File: config.mk
export PLATFORM = sky130hd
export DESIGN_NAME = kamus_mdu
export DESIGN_NICKNAME = d
export VERILOG_FILES = /design/src/rtl/kamus_pkg.sv /design/src/rtl/kamus_div_iter.sv /design/src/rtl/kamus_mdu.sv
export SDC_FILE = /design/constraint.sdc
export NUM_CORES = 2
export LEC_CHECK = 0
export ABC_AREA = 0
export BUFFER_PORTS_ARGS = -buffer_cell sky130_fd_sc_hd__buf_4
export CORE_ASPECT_RATIO = 1.25
export CORE_MARGIN = 2
export CORE_UTILIZATION = 45
export CTS_CLUSTER_SIZE = 8
export DETAILED_ROUTE_END_ITERATION = 6
export PLACE_DENSITY_LB_ADDON = 0.1
export SLEW_MARGIN = 25
export SYNTH_ARGS = -nofsm -noshare
export SYNTH_HDL_FRONTEND = slang
export SYNTH_SLANG_ARGS = --single-unit
export TNS_END_PERCENT = 30
File: constraint.sdc
create_clock -name clk_i -period 10.84 [get_ports clk_i]
set_clock_uncertainty 0.2 [all_clocks]
set_input_delay 2.168 -clock clk_i [delete_from_list [all_inputs] [get_ports clk_i]]
set_output_delay 2.168 -clock clk_i [all_outputs]
set_load 0.05 [all_outputs]
File: src/rtl/kamus_pkg.sv
// Shared core definitions: EX operation codes (including the M extension),
// MDU state encoding and the default datapath width.
package kamus_pkg;

    localparam int XLEN_DEFAULT = 32;
    localparam int OP_ENC_W     = 6;

    typedef enum logic [OP_ENC_W-1:0] {
        OP_ADD    = 6'd0,
        OP_SUB    = 6'd1,
        OP_AND    = 6'd2,
        OP_OR     = 6'd3,
        OP_XOR    = 6'd4,
        OP_SLL    = 6'd5,
        OP_SRL    = 6'd6,
        OP_SRA    = 6'd7,
        OP_SLT    = 6'd8,
        OP_SLTU   = 6'd9,
        OP_MUL    = 6'd32,
        OP_MULH   = 6'd33,
        OP_MULHSU = 6'd34,
        OP_MULHU  = 6'd35,
        OP_DIV    = 6'd36,
        OP_DIVU   = 6'd37,
        OP_REM    = 6'd38,
        OP_REMU   = 6'd39
    } operation_e;

    typedef enum logic [1:0] {
        MDU_IDLE,
        MDU_MUL,
        MDU_DIV,
        MDU_DONE
    } mdu_state_e;

endpackage

File: src/rtl/kamus_div_iter.sv
// Radix-2 restoring divider datapath: one quotient bit per step on unsigned
// magnitudes. Outputs are the values the registers take after the current step.
module kamus_div_iter
    import kamus_pkg::*;
#(
    parameter int XLEN = XLEN_DEFAULT
) (
    input  logic            i_clk,
    input  logic            i_rst,
    input  logic            i_start,
    input  logic            i_step,
    input  logic [XLEN-1:0] i_dividend,
    input  logic [XLEN-1:0] i_divisor,
    output logic [XLEN-1:0] o_quot,
    output logic [XLEN-1:0] o_rem
);

    logic [XLEN-1:0] r_rem;
    logic [XLEN-1:0] r_quo;
    logic [XLEN-1:0] r_dvs;
    logic [XLEN:0]   w_shift;
    logic [XLEN:0]   w_diff;
    logic            w_bit;

    // r_quo starts as the dividend and shifts its bits into the remainder as
    // quotient bits shift in from the right.
    assign w_shift = {r_rem, r_quo[XLEN-1]};
    assign w_diff  = w_shift - {1'b0, r_dvs};
    assign w_bit   = ~w_diff[XLEN];
    assign o_rem   = w_bit ? w_diff[XLEN-1:0] : w_shift[XLEN-1:0];
    assign o_quot  = {r_quo[XLEN-2:0], w_bit};

    always_ff @(posedge i_clk or posedge i_rst) begin
        if (i_rst) begin
            r_rem <= '0;
            r_quo <= '0;
            r_dvs <= '0;
        end else if (i_start) begin
            r_rem <= '0;
            r_quo <= i_dividend;
            r_dvs <= i_divisor;
        end else if (i_step) begin
            r_rem <= o_rem;
            r_quo <= o_quot;
        end
    end

endmodule

File: src/rtl/kamus_mdu.sv
// Multi-cycle RV32M/RV64M multiply/divide unit beside the EX stage.
// 2-cycle multiply, XLEN-step restoring divide, single-cycle valid_o result.
module kamus_mdu
    import kamus_pkg::*;
#(
    parameter int XLEN = XLEN_DEFAULT,
    parameter int OP_W = 6
) (
    input  logic            clk_i,
    input  logic            rst_i,
    input  logic            valid_i,
    output logic            ready_o,
    input  logic [OP_W-1:0] operation_i,
    input  logic [XLEN-1:0] rs1_data_i,
    input  logic [XLEN-1:0] rs2_data_i,
    input  logic [4:0]      rd_addr_i,
    input  logic            flush_i,
    output logic            busy_o,
    output logic            valid_o,
    output logic [XLEN-1:0] result_o,
    output logic [4:0]      rd_addr_o
);

    localparam int              CNT_W   = $clog2(XLEN);
    localparam logic [XLEN-1:0] MIN_INT = {1'b1, {(XLEN-1){1'b0}}};

    mdu_state_e        r_state;
    operation_e        r_op;
    logic [4:0]        r_rd;
    logic [XLEN:0]     r_mul_a;
    logic [XLEN:0]     r_mul_b;
    logic              r_neg_q;
    logic              r_neg_r;
    logic [CNT_W-1:0]  r_cnt;
    logic              r_valid;
    logic [XLEN-1:0]   r_result;
    logic [4:0]        r_rd_out;

    operation_e        w_op;
    logic              w_accept;
    logic              w_is_div;
    logic              w_is_rem;
    logic              w_s1_signed;
    logic              w_s2_signed;
    logic              w_sgn1;
    logic              w_sgn2;
    logic [XLEN-1:0]   w_abs1;
    logic [XLEN-1:0]   w_abs2;
    logic              w_div0;
    logic              w_ovf;
    logic [XLEN-1:0]   w_special;
    logic [2*XLEN-1:0] w_mul_a;
    logic [2*XLEN-1:0] w_mul_b;
    logic [2*XLEN-1:0] w_prod;
    logic [XLEN-1:0]   w_mul_res;
    logic [XLEN-1:0]   w_quo;
    logic [XLEN-1:0]   w_rem;
    logic [XLEN-1:0]   w_div_res;

    assign w_op        = operation_e'(operation_i[OP_ENC_W-1:0]);
    assign w_accept    = valid_i && (r_state == MDU_IDLE) && !flush_i;
    assign w_is_div    = w_op inside {OP_DIV, OP_DIVU, OP_REM, OP_REMU};
    assign w_is_rem    = w_op inside {OP_REM, OP_REMU};
    assign w_s1_signed = w_op inside {OP_MULH, OP_MULHSU, OP_DIV, OP_REM};
    assign w_s2_signed = w_op inside {OP_MULH, OP_DIV, OP_REM};
    assign w_sgn1      = w_s1_signed & rs1_data_i[XLEN-1];
    assign w_sgn2      = w_s2_signed & rs2_data_i[XLEN-1];
    assign w_abs1      = w_sgn1 ? -rs1_data_i : rs1_data_i;
    assign w_abs2      = w_sgn2 ? -rs2_data_i : rs2_data_i;

    // Special cases bypass the iteration and complete straight from IDLE.
    assign w_div0    = (rs2_data_i == '0);
    assign w_ovf     = w_s2_signed && (rs1_data_i == MIN_INT) && (rs2_data_i == '1);
    assign w_special = w_div0 ? (w_is_rem ? rs1_data_i : '1)
                              : (w_is_rem ? '0 : rs1_data_i);

    // Low 2*XLEN bits of the (XLEN+1)-bit signed product.
    assign w_mul_a   = {{(XLEN-1){r_mul_a[XLEN]}}, r_mul_a};
    assign w_mul_b   = {{(XLEN-1){r_mul_b[XLEN]}}, r_mul_b};
    assign w_prod    = w_mul_a * w_mul_b;
    assign w_mul_res = (r_op == OP_MUL) ? w_prod[XLEN-1:0] : w_prod[2*XLEN-1:XLEN];

    assign w_div_res = (r_op inside {OP_REM, OP_REMU}) ? (r_neg_r ? -w_rem : w_rem)
                                                      : (r_neg_q ? -w_quo : w_quo);

    kamus_div_iter #(.XLEN(XLEN)) u_div (
        .i_clk      (clk_i),
        .i_rst      (rst_i),
        .i_start    (w_accept),
        .i_step     ((r_state == MDU_DIV) && !flush_i),
        .i_dividend (w_abs1),
        .i_divisor  (w_abs2),
        .o_quot     (w_quo),
        .o_rem      (w_rem)
    );

    always_ff @(posedge clk_i or posedge rst_i) begin
        if (rst_i) begin
            r_state  <= MDU_IDLE;
            r_op     <= OP_MUL;
            r_rd     <= '0;
            r_mul_a  <= '0;
            r_mul_b  <= '0;
            r_neg_q  <= 1'b0;
            r_neg_r  <= 1'b0;
            r_cnt    <= '0;
            r_valid  <= 1'b0;
            r_result <= '0;
            r_rd_out <= '0;
        end else begin
            r_valid <= 1'b0;
            if (flush_i) begin
                r_state <= MDU_IDLE;
            end else begin
                case (r_state)
                    MDU_IDLE: if (valid_i) begin
                        r_op    <= w_op;
                        r_rd    <= rd_addr_i;
                        r_mul_a <= {w_sgn1, rs1_data_i};
                        r_mul_b <= {w_sgn2, rs2_data_i};
                        r_neg_q <= w_sgn1 ^ w_sgn2;
                        r_neg_r <= w_sgn1;
                        r_cnt   <= '0;
                        if (!w_is_div) begin
                            r_state <= MDU_MUL;
                        end else if (w_div0 || w_ovf) begin
                            r_state  <= MDU_DONE;
                            r_result <= w_special;
                            r_rd_out <= rd_addr_i;
                            r_valid  <= 1'b1;
                        end else begin
                            r_state <= MDU_DIV;
                        end
                    end
                    MDU_MUL: begin
                        r_state  <= MDU_DONE;
                        r_result <= w_mul_res;
                        r_rd_out <= r_rd;
                        r_valid  <= 1'b1;
                    end
                    MDU_DIV: begin
                        if (r_cnt == CNT_W'(XLEN-1)) begin
                            r_state  <= MDU_DONE;
                            r_result <= w_div_res;
                            r_rd_out <= r_rd;
                            r_valid  <= 1'b1;
                        end else begin
                            r_cnt <= r_cnt + CNT_W'(1);
                        end
                    end
                    default: r_state <= MDU_IDLE;
                endcase
            end
        end
    end

    assign ready_o   = (r_state == MDU_IDLE);
    assign busy_o    = !ready_o;
    assign valid_o   = r_valid;
    assign result_o  = r_result;
    assign rd_addr_o = r_rd_out;

endmodule

==> out/results.txt <==
Slew @ Worst Pin = 1.081 ns
Post-synthesis adder-cell area fraction = 0.4813
Initial core utilization = 0.4530
Worst R2R Path Depth = 28
Placed instance area = 56010 sq um
Hold path startpoint = r_op[3]
CTS tree = done
IO Pins = 119
Initial antenna violation count = 4
Top post-synthesis cells by count = 1201 x inv_1, 1126 x fa_1, 987 x nand2_1, 555 x and2_1, 301 x clkbuf_1
Post-synth EDFFs = 0
CP peak stage delay = 0.96 ns
1st-iter DRT viols = 2792
Hold Path Class = reg -> reg
Complex-gate fraction of the synthesized area = 0.08612
RSZ-0062 raised after global routing = no
Die Wd = 312.3 um
Status = finished, violations left
Relative slew slack = 0.2794
Largest net degree at the start of global routing = 105
Period utilization = 0.8886
Final Max Tran Viols = 0
Vias in the first global route = 45620
GRT Util Overall = 0.3053
Critical-path top delay cell = dfrtp_2
Post-DR wirelength/cell = 23.51 um
Vias = 41840
Register area share after synthesis = 0.1025
CTS max path bufs = 3
First-pass GRT wire length = 280700 um
Mean Syn Cell Area = 8.744 sq um
Die Y = 389.4 um
Worst Setup Start Kind = flip-flop
Cells taking the most area after synthesis = fa_1 42%, dfrtp_1 10%, inv_1 8.4%
Nets = 7518
Simple-Gate Fraction of Synth Area = 0.1801
Crit path top cell by count = fa_1
FP Rows = 141
Failing checks = DRC
Proportion of layout cells with a drive suffix above 1 = 0.05367
Max Cap Viol = 0
Flops & latches, synth = 219
Min Clock Period, post-route = 9.632 ns
Hold worst-path end = r_op[3]
Area Growth Syn to Fin = 6.679%
Post-Synth XOR/XNOR Area = 0.03473
Crit path DAT = 9.87 ns
Final HPWL DP = 147500 um
Syn_nets = 7575
Synth Warn # = 0
Die area = 121600 sq um
Largest family of logic cells by synthesized area = adder cells
Critical Path Sink Type = flip-flop
# Post-CTS Setup Buffers = 0
Antenna-violating nets left = 0
Core area = 118000 sq um
Synth area leader = fa_1
Hold Path Stages = 2
RR Endpoint = result_o[29]
Netlist Area Pre-Place = 53470 sq um
FF-to-FF Start = r_mul_b[6]
Count leader, synth = inv_1
Yosys top cell area share = 0.4216
Critical path required time = 11.07 ns
Cells after Synth = 6115
Critical path class = reg -> reg
I/O Buffers = 118
TritonRoute pass-1 iters = 7
CTS root buf = clkbuf_16
GPL Wtd Cong = 0.9685
DR DRC count = 7
Gr ovfl total = 0
Critical Path Fanout Max = 34
CTS sink count = 219
CTS buffer count = 34
Final Setup Violations = 0
Ys async rst share = 1.000
Post-CTS resize count = 0
Hold Violations, Final = 0
Library cells used by synthesis = 85
Reg2reg setup slack = 1.21 ns
Worst skew pair latency = 0.58 ns
Detailed Route WL = 179800 um
Clk slew on worst S/H paths = 0.05 ns
Hold Buf Count CTS = 0
Proportion of synthesized area in mux cells = 0.007605
Fmax = 0.1038 GHz
Hold slack = 0.2720 ns
Main synth FF type = dfrtp_1
# H-tree levels = 2
Post-route cell area = 57040 sq um
Via density = 5.471
Post-Route Setup TNS = 0 ns
-- kinds of logic after synthesis --
kind of cell | count (synthesis)
AND/OR/NAND/NOR | 2001
adder cells (fa/ha/maj) | 1381
multiplexers | 40
AO/OA/AOI/OAI | 734
flip-flops | 219
buffers and inverters | 1528
XOR/XNOR | 212
-- worst max-delay path: cells and delay by family, from the launching register on --
kind	cells	cell delay [ns]
flip-flops	1	0.96
AO/OA/AOI/OAI	8	1.73
AND/OR/NAND/NOR	4	0.79
buffers and inverters	7	1.21
adder cells (fa/ha/maj)	9	4.56
-- worst max-delay path by stage --
stage          slack [ns]      endpoint   startpoint  cells past startpoint
4_1_cts              1.22  result_o[29]   r_mul_b[6]                     28
5_1_grt              0.71  result_o[30]   r_mul_b[1]                     26
2_1_floorplan        2.16  result_o[29]  r_mul_a[32]                     29
6_report             1.21  result_o[29]   r_mul_b[6]                     28
3_5_place_dp         1.25  result_o[29]   r_mul_b[6]                     28
3_3_place_gp         1.30  result_o[29]   r_mul_b[6]                     28
-- placed cells by master (no fill, tap or decap), types with 22 or more instances in the layout --
master,n
inv_1,1200
fa_1,1126
nand2_1,986
and2_1,555
ha_1,255
o21ai_0,242
buf_4,230
dfrtp_1,210
a21oi_1,176
nor2_1,163
xnor2_1,117
xor2_1,95
nand3_1,51
a31oi_1,49
nor2b_1,39
nor3_1,37
mux2i_1,35
a21o_1,35
clkbuf_16,35
nand4_1,27
o211ai_1,27
nor4_1,23
o31ai_1,23
or3_1,23
nand2b_1,22
-- final cells by class --
cell class              count  area [sq um]
well taps                1573          1968
clock inverters             4         71.32
repair buffers            232          1758
fillers                 11460         60990
inverters                1203          4526
flip-flops and latches    219          5492
multi-input cells        4368         42290
clock buffers              48         934.6
diodes                      1         2.502
-- through the flow --
| step | util | cells | setup slack [ns] |
|---|---|---|---|
| floorplan | - | 6115 | 2.163 |
| global placement | 0.4745 | 7594 | 1.301 |
| detailed placement | 0.4745 | 7594 | 1.252 |
| CTS | 0.4830 | 7646 | 1.219 |
| global route | 0.4833 | 7647 | 0.7084 |
| finish | 0.4833 | 7648 | 1.208 |
-- flip-flops by register name (all words and copies together), names as in the netlist --
signal	count
u_div.r_dvs	32
r_rd	5
result_o	32
r_cnt	5
rd_addr_o	5
u_div.r_quo	32
r_neg_q	1
r_mul_a	33
r_mul_b	33
r_state	2
valid_o	1
u_div.r_rem	32
r_op	6
-- layer usage --
layer / global-route usage / up-vias / wire length, um
met5: 0 / - / 12
met4: 0.1317 / 2 / 9175
met1: 0.3847 / 21660 / 71030
li1: - / 18450 / -
met3: 0.03518 / 359 / 10130
met2: 0.5294 / 1375 / 89450
Power is not shown: default switching activity piles up to over one toggle a cycle in this logic, so the estimate is an artifact.
